==> src/rtl/gray_angle_stepper_ctrl.sv <==
// Gray-coded angle position sequencer: accepts a target sector and walks
// the 3-bit Gray position bus one step at a time at a programmable rate.
module gray_angle_stepper_ctrl #(
  parameter int STEP_DIV = 4
) (
  input  logic       clk,
  input  logic       rst_n,
  input  logic       cmd_valid,
  output logic       cmd_ready,
  input  logic [2:0] cmd_target,
  input  logic       cmd_mode,
  input  logic       abort,
  output logic [2:0] one_hot,
  output logic [2:0] pos_idx,
  output logic       dir,
  output logic       step_pulse,
  output logic       busy,
  output logic       done
);

  localparam int CW = (STEP_DIV > 1) ? $clog2(STEP_DIV) : 1;
  localparam logic [CW-1:0] TC = CW'(STEP_DIV - 1);

  typedef enum logic [1:0] {
    IDLE,
    PLAN,
    STEP_WAIT,
    DONE
  } state_e;

  state_e        state_q, state_d;
  logic [2:0]    tgt_q, tgt_d;
  logic          mode_q, mode_d;
  logic [CW-1:0] cnt_q, cnt_d;
  logic [2:0]    steps_q, steps_d;
  logic [2:0]    pos_q, pos_d;
  logic          dir_q, dir_d;
  logic          step_q, step_d;
  logic          done_q, done_d;
  logic [2:0]    gray_q, gray_d;
  logic [2:0]    delta;

  function automatic logic [2:0] to_gray(input logic [2:0] v);
    return v ^ (v >> 1);
  endfunction

  assign delta = tgt_q - pos_q;

  always_comb begin
    state_d = state_q;
    tgt_d   = tgt_q;
    mode_d  = mode_q;
    cnt_d   = cnt_q;
    steps_d = steps_q;
    pos_d   = pos_q;
    dir_d   = dir_q;
    step_d  = 1'b0;
    case (state_q)
      IDLE: begin
        if (cmd_valid) begin
          tgt_d   = cmd_target;
          mode_d  = cmd_mode;
          state_d = PLAN;
        end
      end
      PLAN: begin
        cnt_d = '0;
        // delta of exactly 4 is a tie and resolves clockwise
        if (mode_q || delta <= 3'd4) begin
          dir_d   = 1'b1;
          steps_d = delta;
        end else begin
          dir_d   = 1'b0;
          steps_d = 3'd0 - delta;
        end
        if (abort || steps_d == 3'd0) begin
          state_d = DONE;
        end else begin
          state_d = STEP_WAIT;
        end
      end
      STEP_WAIT: begin
        if (abort) begin
          cnt_d   = '0;
          state_d = DONE;
        end else if (cnt_q == TC) begin
          cnt_d   = '0;
          pos_d   = dir_q ? pos_q + 3'd1 : pos_q - 3'd1;
          step_d  = 1'b1;
          steps_d = steps_q - 3'd1;
          if (steps_d == 3'd0) begin
            state_d = DONE;
          end
        end else begin
          cnt_d = cnt_q + CW'(1);
        end
      end
      DONE: begin
        state_d = IDLE;
      end
      default: begin
        state_d = IDLE;
      end
    endcase
    done_d = (state_d == DONE);
    gray_d = to_gray(pos_d);
  end

  always_ff @(posedge clk or negedge rst_n) begin
    if (!rst_n) begin
      state_q <= IDLE;
      tgt_q   <= '0;
      mode_q  <= 1'b0;
      cnt_q   <= '0;
      steps_q <= '0;
      pos_q   <= '0;
      dir_q   <= 1'b0;
      step_q  <= 1'b0;
      done_q  <= 1'b0;
      gray_q  <= '0;
    end else begin
      state_q <= state_d;
      tgt_q   <= tgt_d;
      mode_q  <= mode_d;
      cnt_q   <= cnt_d;
      steps_q <= steps_d;
      pos_q   <= pos_d;
      dir_q   <= dir_d;
      step_q  <= step_d;
      done_q  <= done_d;
      gray_q  <= gray_d;
    end
  end

  assign cmd_ready  = (state_q == IDLE);
  assign busy       = (state_q != IDLE);
  assign one_hot    = gray_q;
  assign pos_idx    = pos_q;
  assign dir        = dir_q;
  assign step_pulse = step_q;
  assign done       = done_q;

endmodule

==> config.mk <==
export PLATFORM = sky130hd
export DESIGN_NAME = gray_angle_stepper_ctrl
export DESIGN_NICKNAME = d
export VERILOG_FILES = /design/src/rtl/gray_angle_stepper_ctrl.sv
export SDC_FILE = /design/constraint.sdc
export NUM_CORES = 1
export LEC_CHECK = 0
export ABC_AREA = 1
export BUFFER_PORTS_ARGS = -buffer_cell sky130_fd_sc_hd__buf_2
export CORE_ASPECT_RATIO = 0.8
export CORE_MARGIN = 8
export CORE_UTILIZATION = 40
export CTS_CLUSTER_DIAMETER = 30
export DETAILED_ROUTE_END_ITERATION = 8
export PLACE_DENSITY_LB_ADDON = 0.1
export SYNTH_ARGS = -nofsm -noshare
export SYNTH_HDL_FRONTEND = slang
export SYNTH_SLANG_ARGS = --single-unit
==> constraint.sdc <==
create_clock -name clk -period 2.8 [get_ports clk]
set_input_delay 0.56 -clock clk [delete_from_list [all_inputs] [get_ports clk]]
set_output_delay 0.56 -clock clk [all_outputs]
set_load 0.1 [all_outputs]
==> metrics.cfg <==
[status]
status=finished, final reports clean

[synthesis]
synth_area_leader_cell=sky130_fd_sc_hd__dfrtp_1
synth.area.mux_share=0.0204
synthFlopType=sky130_fd_sc_hd__dfrtp_1
synth.net_count=144
synth.most_common_cell=sky130_fd_sc_hd__inv_1
synth-edff-count=0
yosys.area_share.xor_xnor=0.0543
synth_seq_cells=19
dominant_combinational_cell_family_by_area_after_synthesis=simple AND/OR/NAND/NOR gates
post-synth-top-area-fraction=0.430
synth-seq-area-share=0.430
synth-compound-area-share=0.0860
unique_cell_type_count_in_the_yosys_netlist=20
cells_after_synthesis=125
synth.cell_area_um2=1110
yosys_warnings=0
basic_gate_share_of_the_synthesized_area_counting_and_or_nand_and_nor_cells=0.166
yosys-top-cells-count=sky130_fd_sc_hd__inv_1, sky130_fd_sc_hd__nand2_1, sky130_fd_sc_hd__dfrtp_1
synth-adder-area-share=0.138
synth.avg_cell_area_um2=8.85
synthArstFlopShare=1.00
synth.top_cells.by_area=sky130_fd_sc_hd__dfrtp_1, sky130_fd_sc_hd__ha_1, sky130_fd_sc_hd__inv_1

[finish]
final_design_area_no_fill_um2=1260
layoutNonFillerInstCount=183
filler_cell_count=274
layout_area_overhead_pct=13.7
post_layout_net_count=165
layout-drive-gt1-share=0.200
num_antenna_cells=0

[detailed_routing]
routed_wl_um=2070
drtIter0Drc=26
num_vias=792
via_density=4.33
wire_per_inst_um=11.3
drcViolationCount=0
detail-route-antenna-nets=0
firstDrtPassIters=4

[pwr]
switching_power_mw=0.796
cell_internal_pwr_mw=0.693
seq_power_share=0.283
leakagePower_nw=0.688
ir_drop_mv=0.641
pwrdens_nw_per_um2=1180
clockPowerShare=0.092
p_sw_frac=0.535
gate_power_share=0.625

[sta]
final.min_clock_period_ns=2.22
final_ws_setup_ns=0.578
timing_max_transition_violations_final=0
slew_limit_headroom=0.675
setup_repair_after_global_routing_missed_its_margin=false
fin_hold_ws_ns=0.181
setup_total_negative_slack_ns=0
fmax_mhz=450
fin_skew_ns=0.00904
final_setup_violation_count=0
tightestPinTransition_ns=0.491
final_hold_viol_count=0
post-route-period-util=0.793

[global_routing]
grt_pass1_vias=760
grt_first_pass_wirelength_um=3540
global_route.overflow_total=0
grt_start_max_net_pins=20
gr-usage-all-layers=0.0993
antenna_found_initial=0

[worst_setup_path]
critPathLaunchType=register
timing.critical_path.arrival_ns=2.45
critPathCaptureType=register
reg2reg_setup_slack_ns=0.58
r2r.worst_path.cells=14
worstReg2RegStart=pos_idx[0]
worst_setup_path_startpoint=pos_idx[0]
critPathKind=reg2reg
cp_data_required_time_ns=3.03
timing.rr.end=done
path_max_fanout=4
critical_path.endpoint=done

[clock_network]
cts.reportedPaths.clkPinSlew_ns=0.11
clock-root-buffer=sky130_fd_sc_hd__clkbuf_4
buffers_inserted_during_post_cts_setup_optimization=0
tritoncts.num_buffers=3
cts_tree=done
cts_num_sinks=19
cts_hold_repair.buffers=0
post_cts_resize_count=0
worst_skew_pair.late_latency_ns=0.30
htreeDepth=1
ctsLongestPathBuffers=2

[placed_design]
detailedPlace.worstSlack_ns=0.578
standard_cell_area_after_detailed_placement_um2=1230
placement.io_buffers=18
dp.cells=179
hpwl_um=1660
gp_congestion=0.781

[flow_run]
cap_violations=0

[die]
start_util=0.409
die_height_um=63.0
die_w_um=74.8
fp.dieArea_um2=4710
row_count=17
placeableCoreArea_um2=2700
ioPinCount=19

[min_path]
hp-class=in2async

## registers in the layout, indices dropped and copies added (netlist names)
| register | cells |
|---|---|
| one_hot | 3 |
| steps_q | 3 |
| tgt_q | 3 |
| cnt_q | 2 |
| pos_idx | 2 |
| state_q | 2 |
| dir | 1 |
| done | 1 |
| mode_q | 1 |
| step_pulse | 1 |
## cell usage in the layout (no fill, tap or decap), types with 3 or more instances in the layout
cell type / netlist / routed
sky130_fd_sc_hd__dfrtp_1: 19 / 19
sky130_fd_sc_hd__nor2_1: 10 / 10
sky130_fd_sc_hd__nand3_1: 6 / 6
sky130_fd_sc_hd__a21oi_1: 7 / 7
sky130_fd_sc_hd__inv_1: 25 / 25
sky130_fd_sc_hd__nand2_1: 24 / 24
sky130_fd_sc_hd__buf_2: 0 / 18
sky130_fd_sc_hd__clkbuf_4: 0 / 3
sky130_fd_sc_hd__o21ai_0: 7 / 7
sky130_fd_sc_hd__xor2_1: 3 / 3
sky130_fd_sc_hd__ha_1: 9 / 8
## power groups by stage
stage,logic (mW),clock network (mW),registers [mW]
2_1_floorplan,0.636,0,0.557
3_3_place_gp,0.922,0,0.428
3_5_place_dp,0.933,0,0.427
4_1_cts,0.937,0.148,0.423
5_1_grt,1.05,0.157,0.434
6_report,0.931,0.137,0.421
## kinds of logic after synthesis
group	Yosys count
AND/OR/NAND/NOR	42
multiplexers	1
buffers and inverters	29
AO/OA/AOI/OAI	17
flip-flops	19
adder cells (fa/ha/maj)	11
XOR/XNOR	6
## critical path: stages (launching register included)
cell and delay (ns):
sky130_fd_sc_hd__dfrtp_1 0.44, sky130_fd_sc_hd__ha_1 0.23, sky130_fd_sc_hd__fa_1 0.51, sky130_fd_sc_hd__ha_1 0.17, sky130_fd_sc_hd__inv_1 0.05, sky130_fd_sc_hd__ha_1 0.16, sky130_fd_sc_hd__nand2_1 0.08, sky130_fd_sc_hd__inv_1 0.07
sky130_fd_sc_hd__nand2_1 0.08, sky130_fd_sc_hd__nand3_1 0.08, sky130_fd_sc_hd__nand2_1 0.06, sky130_fd_sc_hd__nand2_1 0.04, sky130_fd_sc_hd__nand2_1 0.05, sky130_fd_sc_hd__nand2_1 0.06, sky130_fd_sc_hd__nor2_1 0.08
## metal layers
metal,vias up,part of all wire,routed length (um),global-route usage
li1,419,-,-,-
met1,358,0.52,1080,0.132
met2,13,0.40,833,0.133
met3,2,0.061,126,0.0481
met4,0,0.011,23,0.0366
met5,-,0,0,0
## worst min path at each step
stage / start / end / cells past startpoint / slack (ns)
6_report: rst_n / tgt_q[2] / 1 / 0.18
5_1_grt: rst_n / tgt_q[2] / 1 / 0.20
4_1_cts: rst_n / tgt_q[1] / 1 / 0.19
3_5_place_dp: cnt_q[1] / cnt_q[1] / 2 / 0.50
3_3_place_gp: cnt_q[1] / cnt_q[1] / 2 / 0.48
2_1_floorplan: rst_n / cnt_q[0] / 0 / 0.26
## area by class of cell
type                    count  area (um2)  share of cell area
clock buffers               4        26.3              0.0209
well taps                  38        47.5              0.0378
multi-input cells          77         517               0.411
inverters                  27         101              0.0806
flip-flops and latches     19         475               0.378
repair buffers             18        90.1              0.0716
## stage by stage
stage | power (mW) | utilization
after floorplan | 1.19 | -
after global placement | 1.35 | 0.456
after detailed placement | 1.36 | 0.456
after CTS | 1.51 | 0.465
after global routing | 1.65 | 0.465
final | 1.49 | 0.465
Note: power is estimated with default switching activity, not from simulation.
